`src/rtl/regfile_multiport_sb_if.sv`:
```
// Register file bus: read ports for decode, write port for writeback, and the
// scoreboard issue port. The decode/writeback side uses the master modport and the
// register file uses the slave modport.
//
// Handshake: this bus has no valid/ready pair. we and sb_set are single-cycle
// strobes, sampled on every rising clk edge together with their address and data.
// Reads are combinational and always valid, so rd_data and rd_busy follow rd_addr
// within the same cycle.
interface regfile_multiport_sb_if #(
    parameter int XLEN   = 32,
    parameter int DEPTH  = 32,
    parameter int NUM_RD = 2
);
    localparam int AW = $clog2(DEPTH);

    logic [NUM_RD*AW-1:0]   rd_addr;
    logic [NUM_RD*XLEN-1:0] rd_data;
    logic [NUM_RD-1:0]      rd_busy;
    logic                   we;
    logic [AW-1:0]          wr_addr;
    logic [XLEN-1:0]        wr_data;
    logic                   sb_set;
    logic [AW-1:0]          sb_addr;

    modport master (
        output rd_addr,
        input  rd_data,
        input  rd_busy,
        output we,
        output wr_addr,
        output wr_data,
        output sb_set,
        output sb_addr
    );

    modport slave (
        input  rd_addr,
        output rd_data,
        output rd_busy,
        input  we,
        input  wr_addr,
        input  wr_data,
        input  sb_set,
        input  sb_addr
    );
endinterface

```
`src/rtl/regfile_multiport_sb.sv`:
```
// Integer register file with a busy scoreboard for the RV32 datapath.
// DEPTH x XLEN storage, NUM_RD combinational read ports, one synchronous write
// port, and a hardwired-zero x0. A register's busy bit is set when an instruction
// writing it issues, and cleared when its result is written back. Decode uses the
// busy bits to stall on producers that are still in flight.
//
// Optional feature macro: REGFILE_BYPASS_EN. When it is defined, a write in the
// current cycle is forwarded to any read port with the same address, and that
// port's busy flag reads 0. When it is undefined, reads show stored state only.
//
// There is no FSM. The only state is the register array and the busy vector.
// Both are exposed through the read ports.
module regfile_multiport_sb #(
    parameter int              XLEN          = 32,
    parameter int              DEPTH         = 32,
    parameter int              NUM_RD        = 2,
    parameter int              RESET_REG_IDX = 9,
    parameter logic [XLEN-1:0] RESET_REG_VAL = 32'h00000020
) (
    input  logic                  clk,
    input  logic                  rst,
    regfile_multiport_sb_if.slave bus
);
    localparam int AW = $clog2(DEPTH);

    logic [XLEN-1:0]        regs [DEPTH];
    logic [DEPTH-1:0]       busy;
    logic [DEPTH-1:0]       busy_nxt;
    logic                   wr_hit;
    logic                   set_hit;
    logic [NUM_RD*XLEN-1:0] rd_data_c;
    logic [NUM_RD-1:0]      rd_busy_c;

    // Writes and issues that target x0 are treated as no-ops.
    assign wr_hit  = bus.we && (bus.wr_addr != '0);
    assign set_hit = bus.sb_set && (bus.sb_addr != '0);

    // Register array: reset loads the boot value, and writeback stores the result.
    always_ff @(posedge clk or negedge rst) begin
        if (!rst) begin
            for (int i = 0; i < DEPTH; i++) begin
                regs[i] <= ((RESET_REG_IDX != 0) && (i == RESET_REG_IDX)) ? RESET_REG_VAL : '0;
            end
        end else if (wr_hit) begin
            regs[bus.wr_addr] <= bus.wr_data;
        end
    end

    // Next busy vector. The clear is applied first and the set second, so a new
    // producer issued on the same edge as a writeback to that register keeps it busy.
    always_comb begin
        busy_nxt = busy;
        if (wr_hit) begin
            busy_nxt[bus.wr_addr] = 1'b0;
        end
        if (set_hit) begin
            busy_nxt[bus.sb_addr] = 1'b1;
        end
        busy_nxt[0] = 1'b0;
    end

    // Busy scoreboard state.
    always_ff @(posedge clk or negedge rst) begin
        if (!rst) begin
            busy <= '0;
        end else begin
            busy <= busy_nxt;
        end
    end

    // Read ports. Each port is independent. x0 and the reset-asserted state always
    // read as zero and not busy.
    always_comb begin
        rd_data_c = '0;
        rd_busy_c = '0;
        for (int p = 0; p < NUM_RD; p++) begin
            if (rst && (bus.rd_addr[p*AW +: AW] != '0)) begin
                rd_data_c[p*XLEN +: XLEN] = regs[bus.rd_addr[p*AW +: AW]];
                rd_busy_c[p]              = busy[bus.rd_addr[p*AW +: AW]];
`ifdef REGFILE_BYPASS_EN
                // Forward the value being written back this cycle. This removes
                // the bubble between writeback and decode.
                if (wr_hit && (bus.wr_addr == bus.rd_addr[p*AW +: AW])) begin
                    rd_data_c[p*XLEN +: XLEN] = bus.wr_data;
                    rd_busy_c[p]              = 1'b0;
                end
`endif
            end
        end
    end

    assign bus.rd_data = rd_data_c;
    assign bus.rd_busy = rd_busy_c;
endmodule

```
`src/flat_wrapper.sv`:
```
// flat-port wrapper written by rule: the top's interface ports become plain ports
module regfile_multiport_sb_flat 
#(
    parameter int              XLEN          = 32,
    parameter int              DEPTH         = 32,
    parameter int              NUM_RD        = 2,
    parameter int              RESET_REG_IDX = 9,
    parameter logic [XLEN-1:0] RESET_REG_VAL = 32'h00000020
)
  (clk, rst, bus_rd_addr, bus_rd_data, bus_rd_busy, bus_we, bus_wr_addr, bus_wr_data, bus_sb_set, bus_sb_addr);
  regfile_multiport_sb_if #(.XLEN(XLEN), .DEPTH(DEPTH), .NUM_RD(NUM_RD)) bus_i ();
  input  logic clk;
  input  logic rst;
  input wire logic [$bits(bus_i.rd_addr)-1:0] bus_rd_addr;
  output wire logic [$bits(bus_i.rd_data)-1:0] bus_rd_data;
  output wire logic [$bits(bus_i.rd_busy)-1:0] bus_rd_busy;
  input wire logic [$bits(bus_i.we)-1:0] bus_we;
  input wire logic [$bits(bus_i.wr_addr)-1:0] bus_wr_addr;
  input wire logic [$bits(bus_i.wr_data)-1:0] bus_wr_data;
  input wire logic [$bits(bus_i.sb_set)-1:0] bus_sb_set;
  input wire logic [$bits(bus_i.sb_addr)-1:0] bus_sb_addr;
  assign bus_i.rd_addr = bus_rd_addr;
  assign bus_rd_data = bus_i.rd_data;
  assign bus_rd_busy = bus_i.rd_busy;
  assign bus_i.we = bus_we;
  assign bus_i.wr_addr = bus_wr_addr;
  assign bus_i.wr_data = bus_wr_data;
  assign bus_i.sb_set = bus_sb_set;
  assign bus_i.sb_addr = bus_sb_addr;
  regfile_multiport_sb #(.XLEN(XLEN), .DEPTH(DEPTH), .NUM_RD(NUM_RD), .RESET_REG_IDX(RESET_REG_IDX), .RESET_REG_VAL(RESET_REG_VAL)) u_core (.clk(clk), .rst(rst), .bus(bus_i));
endmodule
```
`config.mk`:
```
export PLATFORM = sky130hd
export DESIGN_NAME = regfile_multiport_sb_flat
export DESIGN_NICKNAME = d
export VERILOG_FILES = /design/src/rtl/regfile_multiport_sb_if.sv /design/src/rtl/regfile_multiport_sb.sv /design/src/flat_wrapper.sv
export SDC_FILE = /design/constraint.sdc
export NUM_CORES = 2
export LEC_CHECK = 0
export CAP_MARGIN = 25
export CORE_MARGIN = 4
export CORE_UTILIZATION = 47
export DETAILED_ROUTE_END_ITERATION = 12
export HOLD_SLACK_MARGIN = 0.06
export PLACE_DENSITY_LB_ADDON = 0.05
export SLEW_MARGIN = 40
export SYNTH_ARGS = -nofsm -noshare
export SYNTH_HDL_FRONTEND = slang
export SYNTH_SLANG_ARGS = --single-unit
```
`constraint.sdc`:
```
create_clock -name clk -period 2.23 [get_ports clk]
set_clock_uncertainty 0.1 [all_clocks]
set_input_delay 0.446 -clock clk [delete_from_list [all_inputs] [get_ports clk]]
set_output_delay 0.446 -clock clk [all_outputs]
set_load 0.02 [all_outputs]
```
# Yosys cells after proc, flatten, opt, wreduce, memory -nomap -nowiden

Cells that the tools add are included.
Widths: inputs -> output; s select.

Register bits: 1055
Bits of input ports: 56
Output and inout bits: 66

$lt $le $gt $ge: 10
Mux-type cells: 23
Bitwise operators: 6
Reductions and logical operators: 11

Operator list:

| kind               | number |
|---|---|
| $bwmux 1024        | 1 |
| $bmux 32 s5        | 2 |
| $mux 32            | 9 |
| $demux 32 s5       | 1 |
| $and 32x32->32     | 1 |
| $not 32->32        | 1 |
| $or 32x32->32      | 1 |
| $lt 5x6->1 const B | 4 |
| $reduce_bool 5->1  | 4 |
| $ge 6x6->1 const B | 3 |
| $not 5->6          | 3 |
| $bmux 1 s5         | 2 |
| $demux 1 s5        | 2 |
| $ge 5x1->1 const B | 2 |
| $logic_and 1x1->1  | 7 |
| $lt 6x1->1 const B | 1 |
| $mux 1             | 6 |

# Longest topological paths before layout

Depth after elaboration: 9
Mapped depth: 8
Gate-level depth less buffers: 4

# Worst setup path before layout

No wires, ideal clock.

Path type: input -> output
From: input port bus_rd_addr[0]
To: output port bus_rd_data[28]
Data arrival time: 1895 ps
Required time: 1684 ps
Path slack: -211 ps
Cell stages on the path: 6
Path through: buf_6 buf_6 clkbuf_1 mux4_2 a22oi_1 nand4_1

Longest elaborated chain between the ends: 5

RTL lines:

| item                                        | line                       | text |
|---|---|---|
| start: declaration                          | flat_wrapper.sv:14         | `input wire logic [$bits(bus_i.rd_addr)-1:0] bus_rd_addr;` |
| $not 5->6 (implied by the code)             | regfile_multiport_sb.sv:78 | `rd_data_c[p*XLEN +: XLEN] = regs[bus.rd_addr[p*AW +: AW]];` |
| $bmux 32 s5                                 | regfile_multiport_sb.sv:78 |  |
| $mux 32 (implied by the code) (2 in series) | regfile_multiport_sb.sv:78 |  |
| $mux 32 *                                   | regfile_multiport_sb.sv:77 | `if (rst && (bus.rd_addr[p*AW +: AW] != '0)) begin` |
| end: declaration                            | flat_wrapper.sv:15         | `output wire logic [$bits(bus_i.rd_data)-1:0] bus_rd_data;` |

Mark *: on every way between the ends. The rest lies on a longest branch, timed or not. The select of a mux whose other input is x is not followed.

# Worst setup path after layout

From: register u_core.regs[832] in the netlist's numbering
To: output port bus_rd_data[32]

Longest elaborated chain between the ends: 4

RTL lines:

| item                                        | line                       | text |
|---|---|---|
| start: declaration                          | regfile_multiport_sb.sv:26 | `logic [XLEN-1:0] regs [DEPTH];` |
| start signal: indexed assignment            | regfile_multiport_sb.sv:42 | `regs[i] <= ((RESET_REG_IDX != 0) && (i == RESET_REG_IDX)) ? RESET_REG_VAL : '0;` |
| start signal: indexed assignment            | regfile_multiport_sb.sv:45 | `regs[bus.wr_addr] <= bus.wr_data;` |
| $bmux 32 s5                                 | regfile_multiport_sb.sv:78 |  |
| $mux 32 (implied by the code) (2 in series) | regfile_multiport_sb.sv:78 |  |
| $mux 32                                     | regfile_multiport_sb.sv:77 |  |

No other way between the ends. The select of a mux whose other input is x is not followed.

==> impl_results.md <==
- Status: finished with violations
- Failing checks: negative setup slack
- Arr. time, crit path: 2520 ps
- Via-to-Cell Ratio: 6.51
- Vias in the first global route: approximately 43000
- Number of synthesized flops with an enable pin: 0
- GRT Util Overall: 34.0%
- Clock Latency Late Sink: between 700 and 800 ps
- Critical Path RT: 1680 ps
- Cell with the most instances after synthesis: dfrtp_1
- Top_reg_cell synth: dfrtp_1
- Crit path buf inv count: 1
- Power per cell area: 839 nW/um2
- Core Region: 118000 um2
- Max-cap viol count: 0
- Slowest-stage cell, CP: mux4_2
- Critical setup path kind: flop to output port
- Residual DRC: 0
- Syn_nets: 3912
- Die Height: ~350 um
- Max H-tree Level: 3
- Area grow syn2layout: 28.2%
- Pin count of the biggest net entering global routing: 164
- Post-Syn Area per Cell: 14.6 um2
- Seq/Total Area, Yosys: 47.0%
- Crit path max-delay family: multiplexers
- Fill count: 8956
- HP Class: input pin to asynchronous set/reset pin
- CTS Buf Count: 119
- Wire per inst: roughly 34 um
- CP cell instances: mux4_2 -> and3_4 -> a21oi_2 -> nand4_1 -> buf_6
- Worst path max stage delay: 530 ps
- Most instantiated cells after synthesis: dfrtp_1 (1054), mux2_2 (874), mux4_2 (321)
- Critical path fanouts, max: 3
- Slew headroom: 52.0%
- Register bit total from synthesis: 1055
- Drt pass-1 iters: 6
- Antenna violations before repair: 3
- Clock sinks: 1055
- Synth area leader: dfrtp_1
- Synth top area cells: dfrtp_1 (47%), mux2_2 (18%), mux4_2 (13%), mux2i_1 (4.9%), a22oi_1 (3.4%)
- Fin util: about 61%
- Total power: just over 0.06 W
- Ys async rst share: 100%
- R2R depth: 3
- VDD IR max: 668 uV
- Multi-input gate area: 28300 um2
- Layout cells sized above 1: 56.9%
- Cell row count: 126
- R2r setup slk: 1120 ps
- Cells after Synth: 3856
- Clk buf depth: 3
- Max Fclk: 0.327 GHz
- Distinct cells, synth: 56
- I/O pin total: 122
- Hold Fails Final Rpt: 0
- Setup WS post-layout: -832 ps
- Netlist Area Pre-Place: 56200 um2
- Final setup TNS: -42610 ps
- Synth top area share: 46.9%
- Final count of negative-setup-slack endpoints: 66
- Unrepaired setup endpoints after global routing: true
- Clock Root Buffer: clkbuf_16
- Die width: 354 um
- CTS tree: built
- First-pass GRT wire length: roughly 310000 um
- Lkg Pwr: approximately 32 nW
- First DRT Iteration DRCs: between 3000 and 4000
- Crit path time final: 3060 ps
- R2R Path End: u_core.regs[848]
- CTS clk-pin slew, worst paths: 60 ps
- Fin crit share: 137%
- Antenna-violating nets left: 0
- Pre-CTS WS: -1180 ps
- Nets: around 4600
- Register area: 26400 um2
- Worst-margin pin slew: 717 ps
- Worst setup SP type: flop
- Worst R2R Start: u_core.regs[848]
- Cells after DPL: between 5000 and 6000
- Drt total wl: between 200000 and 250000 um
- Initial core utilization: 47.5%
- Synthesis Warnings: 0
- Pins Over Slew Limit: 0
- DR vias: 40700
- CP endpoint kind: output port
- GP Congestion: 0.908
- Detail Placement HPWL: 145000 um
- Die area: 125000 um2
- Final std cells w/o fill: approximately 6300
- I/O Buffers: 121
- Crit path depth: 5
- Overflow after GRT: 0
==> placed cells by master (no fill, tap or decap), types with 4 or more instances in the layout <==
| cell type | netlist | routed |
|---|---|---|
| and2_2 | 0 | 4 |
| nand2_1 | 29 | 13 |
| buf_12 | 2 | 203 |
| a21oi_4 | 0 | 7 |
| mux2_2 | 874 | 874 |
| nor3b_4 | 1 | 5 |
| a21oi_2 | 0 | 56 |
| clkbuf_8 | 0 | 36 |
| buf_8 | 2 | 5 |
| nand4_1 | 70 | 70 |
| nor2_4 | 0 | 13 |
| clkbuf_1 | 203 | 21 |
| a22oi_1 | 258 | 234 |
| clkinv_2 | 0 | 24 |
| mux2_1 | 120 | 120 |
| dfrtp_1 | 1054 | 1054 |
| mux2i_1 | 276 | 276 |
| nor2b_1 | 12 | 7 |
| buf_4 | 55 | 649 |
| nor2b_4 | 0 | 4 |
| a22oi_2 | 0 | 24 |
| bufinv_16 | 0 | 12 |
| nor2_1 | 14 | 8 |
| buf_16 | 0 | 15 |
| inv_1 | 7 | 7 |
| and3_4 | 0 | 63 |
| buf_6 | 18 | 89 |
| clkdlybuf4s50_1 | 0 | 44 |
| a22o_1 | 10 | 10 |
| o21ai_0 | 20 | 20 |
| clkbuf_16 | 0 | 125 |
| nand3_1 | 75 | 75 |
| nand2_4 | 0 | 14 |
| dlygate4sd2_1 | 0 | 4 |
| nor3_4 | 0 | 4 |
| mux4_2 | 321 | 387 |
| o22ai_1 | 5 | 5 |
==> sequential cells by signal, summed over array words and instances (netlist names) <==
name         cells
u_core.regs   1024
u_core.busy     31
==> metrics by stage <==
stage,hold WS (ps),area (um2)
after global placement,277,66100
final,98.7,72000
after detailed placement,281,66100
after CTS,66.7,71500
after floorplan,50.4,56400
after global routing,89.8,72000
==> how the worst max path moves through the flow <==
stage / from / to
after global placement: bus_rd_addr[3] / bus_rd_data[31]
after CTS: u_core.regs[875] / bus_rd_data[11]
after global routing: u_core.regs[875] / bus_rd_data[11]
final: u_core.regs[832] / bus_rd_data[32]
after detailed placement: bus_rd_addr[3] / bus_rd_data[31]
after floorplan: bus_rd_addr[0] / bus_rd_data[30]
==> timing repair <==
action	in CTS	in global routing
setup endpoints to repair	66	555
pin swaps	117	25
cloned	2	3
hold endpoints to repair	158	0
resized for setup	449	57
setup buffers	29	14
hold buffers	2	0
==> report_power, final <==
group	switching, W	internal [W]	total, W	leakage [nW]
logic	0.00586	0.00826	0.0141	16.9
clock network	0.00834	0.0125	0.0209	2.07
registers	0.00266	0.0228	0.0255	13.5
total	0.0169	0.0436	0.0605	32.5
==> logic make-up (layout without fill, tap and decap cells) <==
group	Yosys count	in the layout	synth area share, %
compound gates	375	375	4.69
buf+inv	447	1245	4.04
flops	1055	1055	47.0
mux	1658	1658	40.8
other cells	0	2	0
simple gates	321	321	3.46
==> layer usage <==
layer	vias to the layer above	part of all wire, %	global-route usage (%)
li1	16300	-	-
met1	22000	42	47.3
met2	1921	46	52.6
met3	489	8.4	7.71
met4	0	4.3	12.6
met5	-	0	0
==> final cells by class <==
cell class,instances,share of cell area (%)
Timing Repair Buffer,1017,15.4
Tap cell,1600,2.78
Sequential cell,1055,36.7
Antenna cell,2,0.00695
Clock buffer,178,5.02
Inverter,7,0.0365
Clock inverter,43,0.773
Multi-Input combinational cell,2354,39.4
==> tightest hold or removal path, stage by stage <==
cell	delay (ps)
buf_8	120
buf_12	130
dlygate4sd3_1	560
Note: power is estimated with default switching activity, not from simulation.
